==> config.mk <==
export PLATFORM = sky130hd
export DESIGN_NAME = fwd_ctrl
export DESIGN_NICKNAME = d
export VERILOG_FILES = /design/src/rtl/fwd_ctrl.sv
export SDC_FILE = /design/constraint.sdc
export NUM_CORES = 1
export LEC_CHECK = 0
export CAP_MARGIN = 0
export CORE_MARGIN = 2
export CORE_UTILIZATION = 41
export DETAILED_ROUTE_END_ITERATION = 6
export MAX_ROUTING_LAYER = met4
export PLACE_DENSITY = 0.81
export SETUP_SLACK_MARGIN = 0.05
export SKIP_LAST_GASP = 1
export SLEW_MARGIN = 20
export SYNTH_ARGS = -nofsm -noshare
export SYNTH_HDL_FRONTEND = slang
export SYNTH_SLANG_ARGS = --single-unit
export TNS_END_PERCENT = 5
==> constraint.sdc <==
create_clock -name clk -period 1.2 [get_ports clk]
set_input_delay 0.12 -clock clk [delete_from_list [all_inputs] [get_ports clk]]
set_output_delay 0.12 -clock clk [all_outputs]
set_load 0.02 [all_outputs]
==> src/rtl/fwd_ctrl.sv <==
// ---------------------------------------------------------------------------
// fwd_ctrl -- decode-stage forwarding / load-use controller
//
// Remembers the destination of the three most recently issued instructions
// and, for the instruction currently decoding, picks where each operand
// should come from: the register bank or one of the in-flight results
// (ans_ex, ans_dm, ans_wb). It also raises a one-cycle stall when an
// operand depends on a load issued in the immediately preceding slot, and
// presents the DM-stage write address/qualifier to the register bank.
//
// Ports
//   clk          rising-edge clock
//   rst          synchronous active-high reset
//   instr_valid  decode slot holds a real instruction
//   RA, RB       source registers of the decoding instruction
//   RW           destination register of the decoding instruction
//   wr_en        decoding instruction writes RW
//   is_load      decoding instruction is a memory load
//   imm_in       operand B is the immediate, RB unused
//   mux_sel_A    A select (00 bank, 01 ans_ex, 10 ans_dm, 11 ans_wb), registered
//   mux_sel_B    B select, same encoding, registered
//   imm_sel      B = immediate, registered
//   RW_dm        bank write address paired with ans_dm
//   wr_dm        bank write qualifier for RW_dm
//   stall        hold decode and fetch this cycle (combinational)
//
// Build option
//   FWD_R0_BLOCK_EN  when defined, register 0 is hard-wired zero: a source of
//                    0 never forwards or stalls, and writes to R0 are never
//                    qualified on wr_dm.
// ---------------------------------------------------------------------------
module fwd_ctrl #(
  parameter int ADDR_W = 5
) (
  input  logic              clk,
  input  logic              rst,
  input  logic              instr_valid,
  input  logic [ADDR_W-1:0] RA,
  input  logic [ADDR_W-1:0] RB,
  input  logic [ADDR_W-1:0] RW,
  input  logic              wr_en,
  input  logic              is_load,
  input  logic              imm_in,
  output logic [1:0]        mux_sel_A,
  output logic [1:0]        mux_sel_B,
  output logic              imm_sel,
  output logic [ADDR_W-1:0] RW_dm,
  output logic              wr_dm,
  output logic              stall
);

`ifdef FWD_R0_BLOCK_EN
  localparam logic R0_BLOCK = 1'b1;
`else
  localparam logic R0_BLOCK = 1'b0;
`endif

  // History slots: s1 is the previous instruction, s3 the oldest tracked one.
  logic [ADDR_W-1:0] s1_rw, s2_rw, s3_rw;
  logic              s1_we, s2_we, s3_we;
  logic              s1_ld;
  logic              s2_ld, s3_ld;

  logic              accept;
  logic [1:0]        code_a, code_b;
  logic              a_usable, b_usable;

  // A source of R0 is treated as "always the bank" when R0 is blocked.
  assign a_usable = !(R0_BLOCK && (RA == '0));
  assign b_usable = !(R0_BLOCK && (RB == '0));

  // Youngest matching producer wins, so the checks run s1 -> s2 -> s3.
  function automatic logic [1:0] pick_source(
    input logic              usable,
    input logic [ADDR_W-1:0] src,
    input logic              we1, we2, we3,
    input logic [ADDR_W-1:0] rw1, rw2, rw3
  );
    logic [1:0] code;
    code = 2'b00;
    if (usable) begin
      if (we1 && (rw1 == src))      code = 2'b01;
      else if (we2 && (rw2 == src)) code = 2'b10;
      else if (we3 && (rw3 == src)) code = 2'b11;
    end
    return code;
  endfunction

  always_comb begin
    code_a = pick_source(a_usable, RA, s1_we, s2_we, s3_we, s1_rw, s2_rw, s3_rw);
    code_b = pick_source(b_usable, RB, s1_we, s2_we, s3_we, s1_rw, s2_rw, s3_rw);
  end

  // A load result is not available in ans_ex, so a consumer directly behind
  // a load waits one cycle; by then the load sits in s2 and forwards via 10.
  always_comb begin
    stall = 1'b0;
    if (instr_valid && s1_we && s1_ld) begin
      if (a_usable && (RA == s1_rw))
        stall = 1'b1;
      if (!imm_in && b_usable && (RB == s1_rw))
        stall = 1'b1;
    end
  end

  assign accept = instr_valid && !stall;

  // Slot shift register; a rejected or empty decode slot enters as a bubble.
  always_ff @(posedge clk) begin
    if (rst) begin
      s1_rw <= '0;
      s1_we <= 1'b0;
      s1_ld <= 1'b0;
      s2_rw <= '0;
      s2_we <= 1'b0;
      s2_ld <= 1'b0;
      s3_rw <= '0;
      s3_we <= 1'b0;
      s3_ld <= 1'b0;
    end else begin
      s3_rw <= s2_rw;
      s3_we <= s2_we;
      s3_ld <= s2_ld;
      s2_rw <= s1_rw;
      s2_we <= s1_we;
      s2_ld <= s1_ld;
      s1_rw <= RW;
      s1_we <= wr_en && accept;
      s1_ld <= is_load && accept;
    end
  end

  // Operand selects line up with the bank's registered AR/BR read, one cycle
  // after decode. A rejected slot drives the neutral 00/00/0.
  always_ff @(posedge clk) begin
    if (rst) begin
      mux_sel_A <= 2'b00;
      mux_sel_B <= 2'b00;
      imm_sel   <= 1'b0;
    end else if (accept) begin
      mux_sel_A <= code_a;
      mux_sel_B <= imm_in ? 2'b00 : code_b;
      imm_sel   <= imm_in;
    end else begin
      mux_sel_A <= 2'b00;
      mux_sel_B <= 2'b00;
      imm_sel   <= 1'b0;
    end
  end

  // RW_dm/wr_dm track s3 exactly: they load the value s3 is about to take.
  always_ff @(posedge clk) begin
    if (rst) begin
      RW_dm <= '0;
      wr_dm <= 1'b0;
    end else begin
      RW_dm <= s2_rw;
      wr_dm <= s2_we && !(R0_BLOCK && (s2_rw == '0));
    end
  end

endmodule

==> impl_results.html, run 1 <==
<table>
<tr><th>Metric</th><th>Value</th></tr>
<tr><th colspan="2">Status</th></tr>
<tr><td>Run status</td><td>complete, but fails checks</td></tr>
<tr><td>Violated checks</td><td>setup timing</td></tr>
<tr><th colspan="2">Clocking</th></tr>
<tr><td># hold bufs at CTS</td><td>0</td></tr>
<tr><td>Root Buffer</td><td>clkbuf_4</td></tr>
<tr><td>Clk slew on worst S/H paths</td><td>0.12 ns</td></tr>
<tr><td>Number of clock sinks</td><td>24</td></tr>
<tr><td>Number of buffers added for setup after CTS</td><td>0</td></tr>
<tr><td>Clock H-tree levels</td><td>1</td></tr>
<tr><td>Clock buffer depth</td><td>2</td></tr>
<tr><td>Later-pin clock latency in the skew report</td><td>0.31 ns</td></tr>
<tr><td>Clock tree from TritonCTS</td><td>built</td></tr>
<tr><td>CTS Buf Count</td><td>3</td></tr>
<tr><th colspan="2">Synth</th></tr>
<tr><td>Post-synthesis cell count</td><td>107</td></tr>
<tr><td>Yosys reg bits</td><td>24</td></tr>
<tr><td>Dominant cell type by area after synthesis</td><td>dfxtp_1</td></tr>
<tr><td>Post-synth EDFFs</td><td>0</td></tr>
<tr><td>Main synth FF type</td><td>dfxtp_1</td></tr>
<tr><td>Top cells by area in the synthesized netlist</td><td>dfxtp_1, xor2_1, nor2b_1, xnor2_1, nor4_1</td></tr>
<tr><td>Syn Std Cell Area</td><td>1060 um^2</td></tr>
<tr><td>Async S/R FF share, synth</td><td>0%</td></tr>
<tr><td>Leading cell types by count after synthesis</td><td>dfxtp_1, xor2_1, nor2b_1, xnor2_1</td></tr>
<tr><td>Nets in the synthesized netlist</td><td>128</td></tr>
<tr><td>Syn Area/Cell</td><td>9.92 um^2</td></tr>
<tr><td>Top-count cell post-synth</td><td>dfxtp_1</td></tr>
<tr><td>Fraction of synthesized cell area taken by the top area cell type</td><td>45.3%</td></tr>
<tr><td>Total of warnings raised by yosys</td><td>0</td></tr>
<tr><td>Sequential element share of the synthesized area</td><td>45.3%</td></tr>
<tr><td>Netlist cell types</td><td>25</td></tr>
<tr><th colspan="2">Setup path</th></tr>
<tr><td>Nature of the critical path startpoint</td><td>flip-flop</td></tr>
<tr><td>Critical path class</td><td>flip-flop to output pin</td></tr>
<tr><td>Critical path arrival</td><td>1.56 ns</td></tr>
<tr><td>Endpoint type of the worst setup path</td><td>output pin</td></tr>
<tr><td>CP Max Fanout</td><td>3</td></tr>
<tr><td>Data required time at the worst endpoint</td><td>1.08 ns</td></tr>
<tr><th colspan="2">Layout</th></tr>
<tr><td>Final Instance Count excl. Fillers</td><td>189</td></tr>
<tr><td>Fillers</td><td>192</td></tr>
<tr><td>Core utilization of the finished layout</td><td>64.1%</td></tr>
<tr><td>Final #Nets</td><td>182</td></tr>
<tr><td>Antenna diode count</td><td>0</td></tr>
<tr><td>Post-route standard cell area excluding fillers</td><td>1570 um^2</td></tr>
<tr><td>Layout overhead on the synthesized area</td><td>48.3%</td></tr>
<tr><td>Layout cell share with drive strength beyond 1</td><td>17.0%</td></tr>
<tr><th colspan="2">Timing</th></tr>
<tr><td>Number of endpoints with negative hold slack in the final report</td><td>0</td></tr>
<tr><td>Time the final worst path needs with I/O delays and setup</td><td>1.68 ns</td></tr>
<tr><td>Slack of the critical path</td><td>-0.475 ns</td></tr>
<tr><td>Layout Skew</td><td>0.00286 ns</td></tr>
<tr><td>Finish-stage setup viols</td><td>19</td></tr>
<tr><td>Final max-slew violation count</td><td>0</td></tr>
<tr><td>Unrepaired setup endpoints after global routing</td><td>true</td></tr>
<tr><td>Achievable frequency</td><td>597 MHz</td></tr>
<tr><td>Sum of negative setup slack</td><td>-5.33 ns</td></tr>
<tr><td>Worst-case headroom to the max-slew limit</td><td>69.5%</td></tr>
<tr><td>Transition at the pin with the smallest max-transition slack</td><td>0.453 ns</td></tr>
<tr><td>Worst Hold Slack</td><td>0.338 ns</td></tr>
<tr><td>Final cycle utilization of the critical path</td><td>140%</td></tr>
<tr><th colspan="2">Pwr</th></tr>
<tr><td>Design Power</td><td>1.48 mW</td></tr>
<tr><td>Maximum ir drop on the vdd rail</td><td>0.000936 V</td></tr>
<tr><td>Power per cell area</td><td>941 nW/um^2</td></tr>
<tr><td>Static Leakage</td><td>0.643 nW</td></tr>
<tr><th colspan="2">Routing</th></tr>
<tr><td>Average vias per placed instance</td><td>4.86</td></tr>
<tr><td>Residual antenna-violating net count after detailed routing</td><td>0</td></tr>
<tr><td>Vias</td><td>919</td></tr>
<tr><td>Routed wire length</td><td>2.41 mm</td></tr>
<tr><td>Initial DRC count</td><td>12</td></tr>
<tr><td>Average detailed-routed wire length per instance</td><td>12.8 um</td></tr>
<tr><td>Initial DRT Pass Iterations</td><td>4</td></tr>
<tr><td>DRC errors left</td><td>0</td></tr>
<tr><th colspan="2">Flow run</th></tr>
<tr><td>Number of max-cap violations</td><td>0</td></tr>
<tr><th colspan="2">Hold path</th></tr>
<tr><td>Path class of the lowest-slack min-delay path</td><td>input port to flip-flop</td></tr>
<tr><th colspan="2">Place</th></tr>
<tr><td>Pre-CTS WS</td><td>-0.840 ns</td></tr>
<tr><td>Cell Count Post-Placement</td><td>186</td></tr>
<tr><td>RD Place Congestion</td><td>0.766</td></tr>
<tr><td>Post-placement cell area</td><td>1550 um^2</td></tr>
<tr><td>Post-detailed-placement half-perimeter wirelength</td><td>1.99 mm</td></tr>
<tr><td>Port-buffer cells</td><td>32</td></tr>
<tr><th colspan="2">Floorplanning</th></tr>
<tr><td>Site row count</td><td>18</td></tr>
<tr><td>Chip height</td><td>54.9 um</td></tr>
<tr><td>Placeable core region</td><td>2450 um^2</td></tr>
<tr><td>Die Width</td><td>54.9 um</td></tr>
<tr><td>Top Ports</td><td>33</td></tr>
<tr><td>Initial standard-cell utilization of the core</td><td>43.2%</td></tr>
<tr><td>Die Footprint</td><td>3010 um^2</td></tr>
<tr><th colspan="2">GRT</th></tr>
<tr><td>Wire length of the first global-routing pass</td><td>4.04 mm</td></tr>
<tr><td>Initial antenna violation count</td><td>0</td></tr>
<tr><td>Maximum number of pins on one net before global-route repair</td><td>18</td></tr>
<tr><td>Gr usage total</td><td>19.6%</td></tr>
<tr><td>Number of global-route vias before repair</td><td>914</td></tr>
<tr><td>GRT overflow</td><td>0</td></tr>
</table>
## power by group
part	total [mW]	switching [mW]	internal, mW	leakage [nW]
sequential	0.849	0.0250	0.824	0.197
clock	0.351	0.233	0.118	0.0138
combinational	0.281	0.111	0.171	0.432
## what timing repair did
| action | 4_1_cts | 5_1_grt |
|---|---|---|
| resized for setup | 6 | 0 |
| pin swaps | 1 | 0 |
| gates cloned | 0 | 0 |
| endpoints found under the setup margin | 19 | 19 |
## layout make-up
| cell class | count | area [um^2] | area share, % |
|---|---|---|---|
| clock buffer | 3 | 22.5 | 1.43 |
| timing repair buffer | 50 | 453 | 28.8 |
| inverter | 2 | 7.51 | 0.477 |
| tap | 30 | 37.5 | 2.38 |
| sequential | 24 | 484 | 30.8 |
| multi-input combinational | 80 | 569 | 36.2 |
## cells by family (layout without fill, tap and decap cells)
family | after synthesis | count (layout) | synth area share, %
flops | 24 | 24 | 45.3
buf+inv | 3 | 55 | 1.06
xor+xnor | 30 | 30 | 24.8
compound gates | 7 | 7 | 5.31
simple gates | 43 | 43 | 23.6
## cells in the final DEF, fill, tap and decap left out, drive strengths merged
| cell | Yosys | final |
|---|---|---|
| clkdlybuf4s50 | 0 | 31 |
| dfxtp | 24 | 24 |
| xor2 | 19 | 19 |
| buf | 0 | 19 |
| nor2b | 16 | 16 |
| xnor2 | 11 | 11 |
| nand3 | 5 | 5 |
| nand2 | 4 | 4 |
| nor2 | 4 | 4 |
| nor4 | 4 | 4 |
| and2 | 3 | 3 |
| clkbuf | 1 | 3 |
| nand2b | 2 | 2 |
| and3 | 2 | 2 |
| nor3 | 2 | 2 |
| o2111a | 1 | 1 |
| clkinv | 1 | 1 |
| o311a | 1 | 1 |
| o31a | 1 | 1 |
| inv | 1 | 1 |
| a21boi | 1 | 1 |
| or3 | 1 | 1 |
| o211ai | 1 | 1 |
| a21oi | 1 | 1 |
| a31oi | 1 | 1 |
## flip-flops by register name, summed over array words and instances, names as in the netlist
register,flops
RW_dm,5
s1_rw,5
s2_rw,5
mux_sel_A,2
mux_sel_B,2
imm_sel,1
s1_ld,1
s1_we,1
s2_we,1
wr_dm,1
## worst paths after layout
kind	startpoint	to	slack [ns]	cells after the start
hold reg to reg	s1_rw[0]	s2_rw[0]	0.51	1
setup reg to reg	s1_rw[4]	mux_sel_A[0]	-0.41	6
setup / recovery	s1_rw[3]	stall	-0.48	6
hold / removal	RW[4]	s1_rw[4]	0.34	2
## critical path, stage by stage (launching register included)
cell      delay, ns
dfxtp_2        0.36
xor2_1         0.17
nor3_2         0.20
nand3_2        0.10
nor2_1         0.11
o2111a_1       0.17
buf_4          0.13
## metal layers
metal	vias to the layer above	global-route usage, %	routed length, um
li1	456	-	-
met1	420	22.7	993
met2	34	32.1	1230
met3	9	4.92	125
met4	0	8.33	65
met5	-	-	0
No activity file was read; power rests on OpenSTA's default activity.
==> run 2: changes to the inputs <==
--- a/config.mk
+++ b/config.mk
@@ -6,7 +6,6 @@
 export NUM_CORES = 1
 export LEC_CHECK = 0
 export CAP_MARGIN = 0
-export CORE_MARGIN = 2
 export CORE_UTILIZATION = 41
 export DETAILED_ROUTE_END_ITERATION = 6
 export MAX_ROUTING_LAYER = met4
==> run 2 against run 1 <==
The run still ends with setup timing left. Clock-buffer cell count unchanged. Critical path type unchanged. Highest routed layer unchanged. Largest cell class unchanged. Clock skew increased by 0.00081 ns. Via count increased by 3.3%. First-iteration DRC count increased by 33%. Largest power group unchanged. Worst setup slack improved by 0.020 ns.
==> impl_results.html, run 2 (synthesis gave the netlist of run 1 again) <==
<table>
<tr><th>Metric</th><th>Value</th></tr>
<tr><th colspan="2">GRT</th></tr>
<tr><td>GRT overflow</td><td>0 (unchanged)</td></tr>
<tr><td>GR peak layer</td><td>met2</td></tr>
<tr><td>Maximum number of pins on one net before global-route repair</td><td>18 (unchanged)</td></tr>
<tr><td>Gr usage total</td><td>21.3% (+1.7 points)</td></tr>
<tr><td>Met1 usage</td><td>27.0% (+4.3 points)</td></tr>
<tr><td>Number of global-route vias before repair</td><td>920 (+0.66%)</td></tr>
<tr><td>GR Util met2</td><td>34.2% (+2.0 points)</td></tr>
<tr><td>Wire length of the first global-routing pass</td><td>4.11 mm (+1.7%)</td></tr>
<tr><td>Initial antenna violation count</td><td>0 (unchanged)</td></tr>
<tr><td>Met3 usage</td><td>3.45% (-1.5 points)</td></tr>
<tr><th colspan="2">Timing</th></tr>
<tr><td>Sum of negative setup slack</td><td>-5.68 ns (-0.346 ns)</td></tr>
<tr><td>Number of endpoints with negative hold slack in the final report</td><td>0 (unchanged)</td></tr>
<tr><td>Transition at the pin with the smallest max-transition slack</td><td>0.396 ns (-0.0574 ns)</td></tr>
<tr><td>Worst-case headroom to the max-slew limit</td><td>73.4% (+3.9 points)</td></tr>
<tr><td>Final cycle utilization of the critical path</td><td>138% (-1.7 points)</td></tr>
<tr><td>Final max-slew violation count</td><td>0 (unchanged)</td></tr>
<tr><td>Unrepaired setup endpoints after global routing</td><td>true</td></tr>
<tr><td>Achievable frequency</td><td>604 MHz (+1.2%)</td></tr>
<tr><td>Layout Skew</td><td>0.00367 ns (+0.000813 ns)</td></tr>
<tr><td>Finish-stage setup viols</td><td>19 (unchanged)</td></tr>
<tr><td>Worst Hold Slack</td><td>0.327 ns (-0.0113 ns)</td></tr>
<tr><td>Slack of the critical path</td><td>-0.455 ns (+0.0200 ns)</td></tr>
<tr><td>Time the final worst path needs with I/O delays and setup</td><td>1.66 ns (-0.0200 ns)</td></tr>
<tr><th colspan="2">Hold path</th></tr>
<tr><td>Hold Crit Start</td><td>RW[3]</td></tr>
<tr><td>Hold Crit Depth</td><td>2 (unchanged)</td></tr>
<tr><td>Hold Path Sink</td><td>s1_rw[3]</td></tr>
<tr><td>Path class of the lowest-slack min-delay path</td><td>input port to flip-flop</td></tr>
<tr><th colspan="2">Clocking</th></tr>
<tr><td># hold bufs at CTS</td><td>0 (unchanged)</td></tr>
<tr><td>Clock tree from TritonCTS</td><td>built</td></tr>
<tr><td>Later-pin clock latency in the skew report</td><td>0.32 ns (about the same)</td></tr>
<tr><td>CTS Buf Count</td><td>3 (unchanged)</td></tr>
<tr><td>Root Buffer</td><td>clkbuf_4</td></tr>
<tr><td>Clock buffer depth</td><td>2 (unchanged)</td></tr>
<tr><td>Number of clock sinks</td><td>24 (unchanged)</td></tr>
<tr><td>Clk slew on worst S/H paths</td><td>0.13 ns (about the same)</td></tr>
<tr><td>Clock H-tree levels</td><td>1 (unchanged)</td></tr>
<tr><td>Number of buffers added for setup after CTS</td><td>0 (unchanged)</td></tr>
<tr><th colspan="2">Pwr</th></tr>
<tr><td>Power per cell area</td><td>948 nW/um^2 (+0.81%)</td></tr>
<tr><td>Clock share of power</td><td>24.1% (+0.4 points)</td></tr>
<tr><td>Seq pwr share</td><td>56.7% (-0.6 points)</td></tr>
<tr><td>Combinational share of power</td><td>19.2% (+0.2 points)</td></tr>
<tr><td>Maximum ir drop on the vdd rail</td><td>0.000853 V (-8.9%)</td></tr>
<tr><td>Switching power share of the total</td><td>25.7% (+0.77 points)</td></tr>
<tr><td>Static Leakage</td><td>0.642 nW (about the same)</td></tr>
<tr><td>Design Power</td><td>1.50 mW (+1.1%)</td></tr>
<tr><td>Internal power of the cells</td><td>1.11 mW (+0.10%)</td></tr>
<tr><td>Power spent charging and discharging nets</td><td>0.384 mW (+4.2%)</td></tr>
<tr><th colspan="2">Routing</th></tr>
<tr><td>Average vias per placed instance</td><td>5.05 (+3.8%)</td></tr>
<tr><td>Residual antenna-violating net count after detailed routing</td><td>0 (unchanged)</td></tr>
<tr><td>Routed wire length</td><td>2.45 mm (+1.4%)</td></tr>
<tr><td>Initial DRC count</td><td>16 (+4)</td></tr>
<tr><td>Vias</td><td>949 (+3.3%)</td></tr>
<tr><td>Average detailed-routed wire length per instance</td><td>13.0 um (+1.9%)</td></tr>
<tr><td>Initial DRT Pass Iterations</td><td>4 (unchanged)</td></tr>
<tr><td>DRC errors left</td><td>0 (unchanged)</td></tr>
<tr><th colspan="2">Layout</th></tr>
<tr><td>Leading cell types in the layout, fill and taps excluded</td><td>clkdlybuf4s50_1, dfxtp_1, xor2_1, buf_4, nor2b_1</td></tr>
<tr><td>Largest registers in the final layout</td><td>RW_dm: 5 flops, s1_rw: 5 flops, s2_rw: 5 flops</td></tr>
<tr><td>Antenna diode count</td><td>0 (unchanged)</td></tr>
<tr><td>Layout cell share with drive strength beyond 1</td><td>18.4% (+1.4 points)</td></tr>
<tr><td>Final Instance Count excl. Fillers</td><td>188 (-0.53%)</td></tr>
<tr><td>Fillers</td><td>197 (+2.6%)</td></tr>
<tr><td>Area occupied by multi-input gates</td><td>582 um^2 (+2.2%)</td></tr>
<tr><td>Final #Nets</td><td>181 (-0.55%)</td></tr>
<tr><td>Layout overhead on the synthesized area</td><td>48.8%</td></tr>
<tr><td>Area of all sequential standard cells</td><td>484 um^2 (unchanged)</td></tr>
<tr><td>Leading cell type in the layout, fill and taps excluded</td><td>clkdlybuf4s50_1</td></tr>
<tr><th colspan="2">Setup path</th></tr>
<tr><td>Endpoint type of the worst setup path</td><td>output pin</td></tr>
<tr><td>Kind of cell with the highest combined delay on the critical path</td><td>simple AND/OR/NAND/NOR gates</td></tr>
<tr><td>Critical-path top delay cell</td><td>dfxtp_2</td></tr>
<tr><td>Critical path arrival</td><td>1.54 ns (-0.02 ns)</td></tr>
<tr><td>Data required time at the worst endpoint</td><td>1.08 ns (about the same)</td></tr>
<tr><td>Peak per-stage delay on the critical path</td><td>0.36 ns (about the same)</td></tr>
<tr><td>Critical path class</td><td>flip-flop to output pin</td></tr>
<tr><td>CP Max Fanout</td><td>3 (unchanged)</td></tr>
<tr><td>Source of the worst register-to-register timing path</td><td>s1_rw[0]</td></tr>
<tr><td>Buffers &amp; Inverters on Critical Path</td><td>1 (unchanged)</td></tr>
<tr><td>Depth of the most critical reg-to-reg path</td><td>6 (unchanged)</td></tr>
<tr><td>Destination of the worst register-to-register timing path</td><td>s1_ld</td></tr>
<tr><td>Worst setup slack for register-to-register paths</td><td>-0.44 ns (-0.03 ns)</td></tr>
<tr><td>Nature of the critical path startpoint</td><td>flip-flop</td></tr>
<tr><td>Ordered list of cells on the worst path</td><td>xor2_1 &gt; nor3_2 &gt; nand3_2 &gt; nor2_2 &gt; o2111a_1 &gt; buf_4</td></tr>
<tr><th colspan="2">Floorplanning</th></tr>
<tr><td>Chip height</td><td>52.9 um (-3.6%)</td></tr>
<tr><td>Placeable core region</td><td>2450 um^2 (unchanged)</td></tr>
<tr><td>Die Footprint</td><td>2800 um^2 (-7.2%)</td></tr>
<tr><td>Initial standard-cell utilization of the core</td><td>43.2% (unchanged)</td></tr>
<tr><td>Site row count</td><td>18 (unchanged)</td></tr>
<tr><td>Die Width</td><td>52.9 um (-3.6%)</td></tr>
<tr><td>Top Ports</td><td>33 (unchanged)</td></tr>
<tr><th colspan="2">Place</th></tr>
<tr><td>Cell Count Post-Placement</td><td>185 (-0.54%)</td></tr>
<tr><td>RD Place Congestion</td><td>0.748 (-2.3%)</td></tr>
<tr><td>Pre-CTS WS</td><td>-0.845 ns (-0.00558 ns)</td></tr>
<tr><td>Port-buffer cells</td><td>32 (unchanged)</td></tr>
<tr><td>Post-detailed-placement half-perimeter wirelength</td><td>1.93 mm (-3.2%)</td></tr>
<tr><th colspan="2">Status</th></tr>
<tr><td>Violated checks</td><td>setup timing</td></tr>
<tr><td>Run status</td><td>complete, but fails checks</td></tr>
<tr><th colspan="2">Flow run</th></tr>
<tr><td>Number of max-cap violations</td><td>0 (unchanged)</td></tr>
</table>
-- run 2: cell types whose count changed in the layout (fill, tap and decap cells not counted), sizes merged --
cell | previous run | this run
buf | 19 | 18
-- run 2: worst register-to-register path, delay by kind of cell, from the launching register on --
family / cells / cell delay, ns
AO/OA/AOI/OAI: 2 / 0.53
flip-flops: 1 / 0.36
AND/OR/NAND/NOR: 2 / 0.31
XOR/XNOR: 1 / 0.18
buffers and inverters: 1 / 0.16
-- run 2: final cells by class --
class / instances / share of cell area [%]
clock buffers: 3 / 1.43
well taps: 30 / 2.38
repair buffers: 49 / 28.2
flip-flops and latches: 24 / 30.7
inverters: 2 / 0.475
multi-input cells: 80 / 36.8
-- run 2: how the worst max path moves through the flow --
stage / start / endpoint / slack (ns) / depth (start not counted)
floorplan: s1_rw[4] / mux_sel_A[1] / -0.11 / 5
global placement: RB[4] / stall / -0.84 / 7
detailed placement: RB[4] / stall / -0.85 / 7
CTS: s1_rw[3] / stall / -0.49 / 6
global route: s1_rw[4] / stall / -0.56 / 6
finish: s1_rw[4] / stall / -0.46 / 6
-- run 2: metrics by stage --
step	cell area (um^2)	util (%)
after floorplan	1060	-
after detailed placement	1550	62.9
after global routing	1580	64.3
after global placement	1550	62.9
after CTS	1570	63.8
final	1580	64.3
-- run 2: per-layer routing --
layer	wire, um	up-vias
met5	0	-
met4	54	0
met3	119	9
met2	1260	45
met1	1020	435
li1	-	460
-- run 2: repair_timing --
item | 4_1_cts | 5_1_grt
hold endpoints to repair | 0 | 0
setup endpoints to repair | 19 | 19
resized for setup | 6 | 3
pin swaps | 1 | 2
-- run 2: power by group through the flow --
| stage | sequential (mW) | clock, mW | combinational (mW) |
|---|---|---|---|
| 2_1_floorplan | 0.870 | 0 | 0.107 |
| 3_3_place_gp | 0.864 | 0 | 0.271 |
| 3_5_place_dp | 0.867 | 0 | 0.281 |
| 4_1_cts | 0.849 | 0.363 | 0.283 |
| 5_1_grt | 0.854 | 0.401 | 0.310 |
| 6_report | 0.850 | 0.360 | 0.288 |
